<file path="src/rtl/full_adder_samp_pkg.sv">
// Shared constants for the registered ripple-carry adder block.
// The optional sum_par output of full_adder_samp is enabled with FULL_ADDER_SAMP_PARITY_EN.
package full_adder_samp_pkg;

   localparam int WIDTH_DEF = 1;
   localparam int CNT_W     = 16;
   localparam logic [CNT_W-1:0] CNT_MAX = '1;

   // The carry counter sticks at its maximum rather than wrapping back to zero.
   function automatic logic [CNT_W-1:0] sat_inc(input logic [CNT_W-1:0] v);
      return (v == CNT_MAX) ? v : v + 1'b1;
   endfunction

endpackage

</file>
<file path="src/rtl/full_adder_samp_fa_cell.sv">
// One-bit combinational full adder cell.
// full_adder_samp chains WIDTH of these cells into a ripple-carry adder.
module fa_cell (
   input  logic a,
   input  logic b,
   input  logic ci,
   output logic s,
   output logic co
);

   assign s  = a ^ b ^ ci;
   assign co = (a & b) | (ci & (a ^ b));

endmodule

</file>
<file path="src/rtl/full_adder_samp.sv">
// Registered WIDTH-bit ripple-carry adder with carry-out, signed overflow and a saturating carry counter.
// Define FULL_ADDER_SAMP_PARITY_EN to add the registered even-parity output sum_par.
module full_adder_samp
   import full_adder_samp_pkg::*;
#(
   parameter int WIDTH = WIDTH_DEF
) (
   input  logic             clk,
   input  logic             rst_n,
   input  logic             in_valid,
   input  logic [WIDTH-1:0] a_in,
   input  logic [WIDTH-1:0] b_in,
   input  logic             c_in,
   output logic [WIDTH-1:0] sum,
   output logic             c_out,
   output logic             ovf,
   output logic             out_valid,
   output logic [CNT_W-1:0] carry_cnt
`ifdef FULL_ADDER_SAMP_PARITY_EN
   ,
   output logic             sum_par
`endif
);

   logic [WIDTH:0]   carry;
   logic [WIDTH-1:0] sum_comb;

   assign carry[0] = c_in;

   for (genvar i = 0; i < WIDTH; i++) begin : g_bit
      fa_cell u_cell (
         .a  (a_in[i]),
         .b  (b_in[i]),
         .ci (carry[i]),
         .s  (sum_comb[i]),
         .co (carry[i+1])
      );
   end

   // Result registers only load on accepted operands, so idle-cycle operand values never reach the outputs.
   always_ff @(posedge clk or negedge rst_n) begin
      if (!rst_n) begin
         sum       <= '0;
         c_out     <= 1'b0;
         ovf       <= 1'b0;
         out_valid <= 1'b0;
         carry_cnt <= '0;
      end else begin
         out_valid <= in_valid;
         if (in_valid) begin
            sum   <= sum_comb;
            c_out <= carry[WIDTH];
            ovf   <= carry[WIDTH] ^ carry[WIDTH-1];
            if (carry[WIDTH]) begin
               carry_cnt <= sat_inc(carry_cnt);
            end
         end
      end
   end

`ifdef FULL_ADDER_SAMP_PARITY_EN
   always_ff @(posedge clk or negedge rst_n) begin
      if (!rst_n) begin
         sum_par <= 1'b0;
      end else if (in_valid) begin
         sum_par <= ^sum_comb;
      end
   end
`endif

endmodule

</file>
<file path="config.mk">
export PLATFORM = sky130hd
export DESIGN_NAME = full_adder_samp
export DESIGN_NICKNAME = d
export VERILOG_FILES = /design/src/rtl/full_adder_samp_pkg.sv /design/src/rtl/full_adder_samp_fa_cell.sv /design/src/rtl/full_adder_samp.sv
export SDC_FILE = /design/constraint.sdc
export NUM_CORES = 1
export LEC_CHECK = 0
export CAP_MARGIN = 20
export CORE_MARGIN = 2
export CORE_UTILIZATION = 30
export CTS_CLUSTER_SIZE = 30
export DETAILED_ROUTE_END_ITERATION = 10
export SLEW_MARGIN = 20
export SYNTH_ARGS = -nofsm -noshare
export SYNTH_HDL_FRONTEND = slang
export SYNTH_HIERARCHICAL = 1
export SYNTH_SLANG_ARGS = --single-unit
</file>
<file path="constraint.sdc">
create_clock -name clk -period 2 [get_ports clk]
set_clock_uncertainty 0.05 [all_clocks]
set_input_delay 0.4 -clock clk [delete_from_list [all_inputs] [get_ports clk]]
set_output_delay 0.4 -clock clk [all_outputs]
set_load 0.05 [all_outputs]
</file>
**Word-level counts from Yosys, hierarchy flattened**

Cells that the tools add are included.
W data, S select, Z words.

- Register bits after elaboration: 20
- Input bits: 6
- Output and inout port bits: 20
- Logic and storage cells: 15

- Add/subtract/negate cells: 1
- Eq/ne operators: 1
- Bitwise gates (word level): 7
- Reduce and logical (&&, ||, !) cells: 1

Operators by type and width:

| cell | number |
|---|---|
| $add A16 B1 Y16 const B | 1 |
| $eq A16 B16 Y1 const B | 1 |
| $reduce_and A3 Y1 | 1 |
| $xor A1 B1 Y1 | 3 |
| $and A1 B1 Y1 | 2 |
| $not A1 Y1 | 1 |
| $or A1 B1 Y1 | 1 |

**Logic depth before layout (Yosys ltp)**

Gate-level depths: netlist of run 1.

- Depth after elaboration: 4
- Mapped depth: 6
- Gate-level depth less buffers: 5

**Cells and area by module**

The synthesis of run 1 kept the hierarchy.

By module, submodules not included:

| module | instances | cells an instance | area each (µm²) | sequential area each (µm²) |
|---|---|---|---|---|
| full_adder_samp | 1 | 91 | 1052.3 | 500.5 |
| fa_cell | 1 | 1 | 20.0 | 0.0 |

**Worst setup path before layout of run 1**

Ideal clock, no wire load.

- Kind: reg-to-reg
- From: register carry_cnt[9]
- To: register carry_cnt[15]
- Setup time: 0.125 ns
- Arrival time: 1.714 ns
- Required time: 1.825 ns
- Path slack: 0.111 ns
- Stages on the path, launching flop included: 5
- Buffers on the path: 0
- Clock period less this slack: 1.889 ns
- Path through: dfrtp_1 nand4_4 or2_1 nor3_2 mux2_2

- Longest elaborated chain between the ends: 3
- Elaborated cells between the ends (all ways): 4
- Classes of those cells: add/sub: 1; eq/ne: 1; bitwise: 1; reduce/logical: 1

Ends and longest elaborated chain:

| item | line | RTL |
|---|---|---|
| from (decl) | full_adder_samp.sv:18 | `output logic [CNT_W-1:0] carry_cnt` |
| from (signal assigned) | full_adder_samp.sv:55 | `carry_cnt <= sat_inc(carry_cnt);` |
| branches (longest 3 deep; another with $add A16 B1 Y16) | - |  |

Several ways; the timed one is not identified.
A chain may end at the register's enable or synchronous reset.

**Worst setup path in the final report of run 1**

- From: register c_out
- To: output port c_out

RTL lines:

| item | line | RTL |
|---|---|---|
| from (decl) | full_adder_samp.sv:15 | `output logic c_out,` |
| from (signal assigned) | full_adder_samp.sv:52 | `c_out <= carry[WIDTH];` |

No word-level cell between the ends.

==> results.json, run 1 <==
{
  "drc_errors": 0,
  "yosys_warnings": 6,
  "routed_wl_mm": 2.26,
  "worstSkewPairLatency_ns": 0.32,
  "outcome": "finished, final reports clean",
  "criticalPathCategory": "reg -> out",
  "finalCritPeriodShare": 0.965,
  "synth_seq_cells": 20,
  "maxCapViolCount": 0,
  "timing.slew.headroom": 0.661,
  "min_period_ns": 1.93,
  "clk_pin_slew_worst_paths_ns": 0.13,
  "leakage_nw": 0.702,
  "required_ns": 1.55,
  "critPathMaxFanout": 2,
  "syn_area_um2": 1070,
  "rr_endpoint": "carry_cnt[12]",
  "syn_nets": 100,
  "fin_hold_ws_ns": 0.349,
  "place.gp.congestion": 0.810,
  "ir_worst_vdd_v": 0.000666,
  "io_buffers": 25,
  "fp.dieH_um": 63.8,
  "dp.cells": 167,
  "syn_inst": 92,
  "grt_max_degree": 21,
  "critPathBufInv": 1,
  "diodes": 0,
  "drtIter0Drc": 37,
  "worstMarginPinSlew_ns": 0.508,
  "synthesis.area_per_instance_um2": 11.7,
  "first_pass_iters": 4,
  "layout.cells.non_filler": 171,
  "syn_to_final_growth_pct": 33.0,
  "cp-end-kind": "primary output",
  "drive_gt1_frac": 0.336,
  "avgViaCountPerCell": 4.75,
  "final_cell_mix": "buf_4 (22), dfrtp_1 (20), xor2_1 (8), clkdlybuf4s50_1 (8), nand2_1 (6)",
  "cts_hold_buf": 0,
  "dieArea_um2": 4070,
  "num_rows": 21,
  "core-area_um2": 3390,
  "multi_input_area_um2": 534,
  "synth_seq_area_share": 0.467,
  "seq_area_um2": 500,
  "dp.final_hpwl_mm": 1.62,
  "rsz0062_at_grt": "no",
  "hold_path.class": "in -> async",
  "fmax_mhz": 518,
  "setup_slack_ns": 0.0699,
  "htreeDepth": 1,
  "grt.overflow.total": 0,
  "rrSetupSlack_ns": 0.24,
  "dpl_cell_area_um2": 1370,
  "reg2reg_from": "carry_cnt[0]",
  "start_util": 0.316,
  "clk_path_buf_depth": 2,
  "final_nets": 134,
  "antenna_left": 0,
  "grtUsageTotal": 0.120,
  "final_common_cell": "buf_4",
  "final_area_um2": 1430,
  "final-setup-viol-count": 0,
  "cts_buffers": 3,
  "first_global_vias": 747,
  "routed-via-count": 812,
  "root_buffer": "clkbuf_4",
  "cp_slowest_cell": "clkdlybuf4s50_1",
  "cp_top_family": "buffers and inverters",
  "fin_total_pwr_mw": 1.46,
  "fill_cells": 322,
  "fp.dieW_um": 63.8,
  "crit_path_cell_trace": "clkdlybuf4s50_1",
  "wl_per_cell_um": 13.2,
  "final_max_slew_viol_count": 0,
  "io_pins": 26,
  "pre_cts_ws_ns": -0.208,
  "hold_viol": 0,
  "pwr_density_cell_nw_per_um2": 1020,
  "critical_path_arrival_ns": 1.48,
  "critPathMaxStageDelay_ns": 0.80,
  "reg2reg_depth": 5,
  "final_util": 0.421,
  "antenna_found_initial": 0,
  "cts_tree": "yes",
  "fin_setup_tns_ns": 0,
  "clock_sinks": 20,
  "grt_pass1_wl_mm": 3.75,
  "setup.worst_path.start_class": "flop",
  "ys_types": 33
}
## state kept, by name, summed over array words and instances (netlist names)
name / flops
c_out: 1
carry_cnt: 16
out_valid: 1
ovf: 1
sum: 1
## routing by layer
layer | GRT usage | part of all wire | wire [um] | vias up
li1 | - | - | - | 394
met1 | 0.159 | 0.47 | 1050 | 392
met2 | 0.177 | 0.47 | 1050 | 24
met3 | 0.0458 | 0.059 | 132 | 2
met4 | 0.0408 | 0.0089 | 20 | 0
met5 | 0 | 0 | 0 | -
## cell families (layout without fill, tap and decap cells)
| logic type | Yosys count | count (layout) | synth area share |
|---|---|---|---|
| AOI/OAI and AO/OA | 15 | 15 | 0.0980 |
| xor gates and xnor gates | 10 | 10 | 0.0817 |
| adders and majority gates | 2 | 2 | 0.0303 |
| buffers and inverters | 6 | 39 | 0.0350 |
| DFF | 20 | 20 | 0.467 |
| muxes | 5 | 5 | 0.0537 |
| and+or+nand+nor | 34 | 34 | 0.235 |
## layout make-up
type,instances,share of cell area
Multi-Input combinational cell,66,0.375
Clock buffer,3,0.0158
Timing Repair Buffer,32,0.189
Sequential cell,20,0.351
Inverter,3,0.00789
Clock inverter,1,0.0211
Tap cell,46,0.0404
## worst register-to-register path: cells and delay by family, from the launching register on
kind,cells,cell delay [ns]
AND/OR/NAND/NOR,3,0.75
adder cells (fa/ha/maj),1,0.28
flip-flops,1,0.43
XOR/XNOR,1,0.17
## report_power, final
part           switching (mW)  total (mW)  internal [mW]
combinational           0.371       0.563          0.192
sequential             0.0786       0.553          0.474
clock                   0.140       0.343          0.203
total                   0.590        1.46          0.869
## repair_timing
item / CTS / global route
endpoints found under the setup margin: 0 / 2
setup buffers: 0 / 0
gates resized for setup: 0 / 2
## cell usage after synthesis (all sizes together)
| cell | count | area share |
|---|---|---|
| a211oi | 1 | 0.012 |
| a21oi | 5 | 0.023 |
| a31oi | 6 | 0.049 |
| and2 | 3 | 0.021 |
| and3 | 3 | 0.019 |
| and4 | 1 | 0.011 |
| buf | 2 | 0.021 |
| clkbuf | 1 | 0.0035 |
| dfrtp | 20 | 0.47 |
| fa | 1 | 0.019 |
| ha | 1 | 0.012 |
| inv | 3 | 0.011 |
| mux2 | 3 | 0.035 |
| mux2i | 2 | 0.019 |
| nand2 | 6 | 0.021 |
| nand2b | 1 | 0.0058 |
| nand3 | 5 | 0.023 |
| nand4 | 4 | 0.051 |
| nor2 | 5 | 0.033 |
| nor3 | 4 | 0.033 |
| nor3b | 1 | 0.012 |
| o21ai | 3 | 0.014 |
| or2 | 1 | 0.0058 |
| xnor2 | 2 | 0.016 |
| xor2 | 8 | 0.065 |
## worst max path at each step
stage,start,to,slack (ns),depth (start not counted)
final,c_out,c_out,0.07,1
after global routing,sum,sum,0.008,1
after CTS,ovf,ovf,0.02,1
after detailed placement,b_in,carry_cnt[15],-0.21,6
after global placement,a_in,carry_cnt[15],-0.15,6
after floorplan,carry_cnt[9],carry_cnt[15],0.11,4
Power figures use the tool's default switching activity.
==> run 2, diff against run 1 <==
--- a/config.mk
+++ b/config.mk
@@ -6,9 +6,9 @@
 export NUM_CORES = 1
 export LEC_CHECK = 0
 export CAP_MARGIN = 20
-export CORE_MARGIN = 2
+export CORE_MARGIN = 5
 export CORE_UTILIZATION = 30
-export CTS_CLUSTER_SIZE = 30
+export CTS_CLUSTER_SIZE = 24
 export DETAILED_ROUTE_END_ITERATION = 10
 export SLEW_MARGIN = 20
 export SYNTH_ARGS = -nofsm -noshare
==> run 2 against run 1 <==
Against the previous run: global-route usage fell by 1.3 points; largest power group unchanged; maximum frequency rose by 0.56%; hold slack improved by 0.016 ns; utilization rose by 0.22 points; setup slack improved by 0.011 ns; combinational power rose by 3%; highest routed layer unchanged; flip-flop and latch count did not move; via count rose by 0.86%; register-to-register slack improved by 0.11 ns; first-iteration DRC count fell by 30%.
==> results.json, run 2 (synthesis results as in run 1) <==
{
  "start_util": 0.316,
  "final_area_um2": 1430,
  "fmax_mhz": 521,
  "cp_slowest_cell": "clkdlybuf4s50_1",
  "htreeDepth": 1,
  "pre_cts_ws_ns": -0.217,
  "grt.overflow.total": 0,
  "regMostFlops": "carry_cnt",
  "place.gp.congestion": 0.814,
  "hold_path.class": "in -> async",
  "fill_cells": 339,
  "ir_worst_vdd_v": 0.000365,
  "drtIter0Drc": 26,
  "dieArea_um2": 4870,
  "clock_sinks": 20,
  "fin_setup_tns_ns": 0,
  "pwr_density_cell_nw_per_um2": 1030,
  "avgViaCountPerCell": 4.76,
  "hold_viol": 0,
  "routed_wl_mm": 2.33,
  "outcome": "finished, final reports clean",
  "multi_input_area_um2": 534,
  "io_buffers": 25,
  "final_common_cell": "buf_4",
  "required_ns": 1.55,
  "worstSkewPairLatency_ns": 0.31,
  "setup_slack_ns": 0.0807,
  "antenna_left": 0,
  "finalCritPeriodShare": 0.960,
  "grt_max_degree": 21,
  "dpl_cell_area_um2": 1380,
  "antenna_found_initial": 0,
  "num_rows": 21,
  "crit_path_cell_trace": "clkdlybuf4s50_1",
  "routed-via-count": 819,
  "cts_buffers": 3,
  "root_buffer": "clkbuf_4",
  "diodes": 0,
  "final_nets": 135,
  "final_max_slew_viol_count": 0,
  "fp.dieW_um": 69.8,
  "reg2reg_from": "carry_cnt[0]",
  "fin_hold_ws_ns": 0.365,
  "critPathMaxStageDelay_ns": 0.80,
  "wl_per_cell_um": 13.5,
  "leakage_nw": 0.707,
  "cts_setup_buffers": 0,
  "startpoint": "sum",
  "cp_top_family": "buffers and inverters",
  "clk_path_buf_depth": 2,
  "rsz0062_at_grt": "no",
  "cts_tree": "yes",
  "layout.cells.non_filler": 172,
  "cp-end-kind": "primary output",
  "clk_pin_slew_worst_paths_ns": 0.12,
  "seq_area_um2": 500,
  "dp.final_hpwl_mm": 1.73,
  "largest_register_ffs": 16,
  "critPathBufInv": 1,
  "core-area_um2": 3390,
  "min_period_ns": 1.92,
  "syn_to_final_growth_pct": 33.7,
  "io_pins": 26,
  "timing.slew.headroom": 0.655,
  "fin_total_pwr_mw": 1.47,
  "first_pass_iters": 4,
  "critical_path_arrival_ns": 1.47,
  "worstMarginPinSlew_ns": 0.516,
  "final_cell_mix": "buf_4 (23), dfrtp_1 (20), xor2_1 (8), clkdlybuf4s50_1 (8), nand2_1 (6)",
  "dp.cells": 168,
  "drive_gt1_frac": 0.341,
  "final_util": 0.423,
  "setup.worst_path.start_class": "flop",
  "grtUsageTotal": 0.107,
  "critPathMaxFanout": 2,
  "criticalPathCategory": "reg -> out",
  "final-setup-viol-count": 0,
  "fp.dieH_um": 69.8,
  "first_global_vias": 851,
  "maxCapViolCount": 0,
  "drc_errors": 0,
  "grt_pass1_wl_mm": 4.25
}
[run 2: worst paths after layout]
path / cells after the start / end / slack [ns]
worst max register to register: 5 / carry_cnt[10] / 0.35
max in group asynchronous: 2 / carry_cnt[10] / 1.32
worst max-delay path: 1 / sum / 0.08
min in group clk: 1 / carry_cnt[7] / 0.45
worst min-delay path: 2 / carry_cnt[8] / 0.36
worst min register to register: 1 / carry_cnt[7] / 0.45
[run 2: final cells by class]
| type | instances | share of cell area |
|---|---|---|
| tap | 46 | 0.0401 |
| clock inverter | 1 | 0.0209 |
| timing repair buffer | 33 | 0.194 |
| clock buffer | 3 | 0.0157 |
| inverter | 3 | 0.00785 |
| multi-input combinational | 66 | 0.373 |
| sequential | 20 | 0.349 |
[run 2: layer usage]
layer  global-route usage  routed length, um
met3               0.0391                134
met1                0.141               1040
met4               0.0191                 13
met5                    0                  0
met2                0.168               1130
[run 2: timing repair]
| action | CTS | global route |
|---|---|---|
| hold buffers | 0 | 0 |
| endpoints found under the setup margin | 0 | 2 |
| resized for setup | 0 | 2 |
[run 2: where the power goes]
part | internal, mW | total, mW | switching (mW)
sequential | 0.474 | 0.554 | 0.0795
combinational | 0.204 | 0.582 | 0.379
clock | 0.203 | 0.336 | 0.134
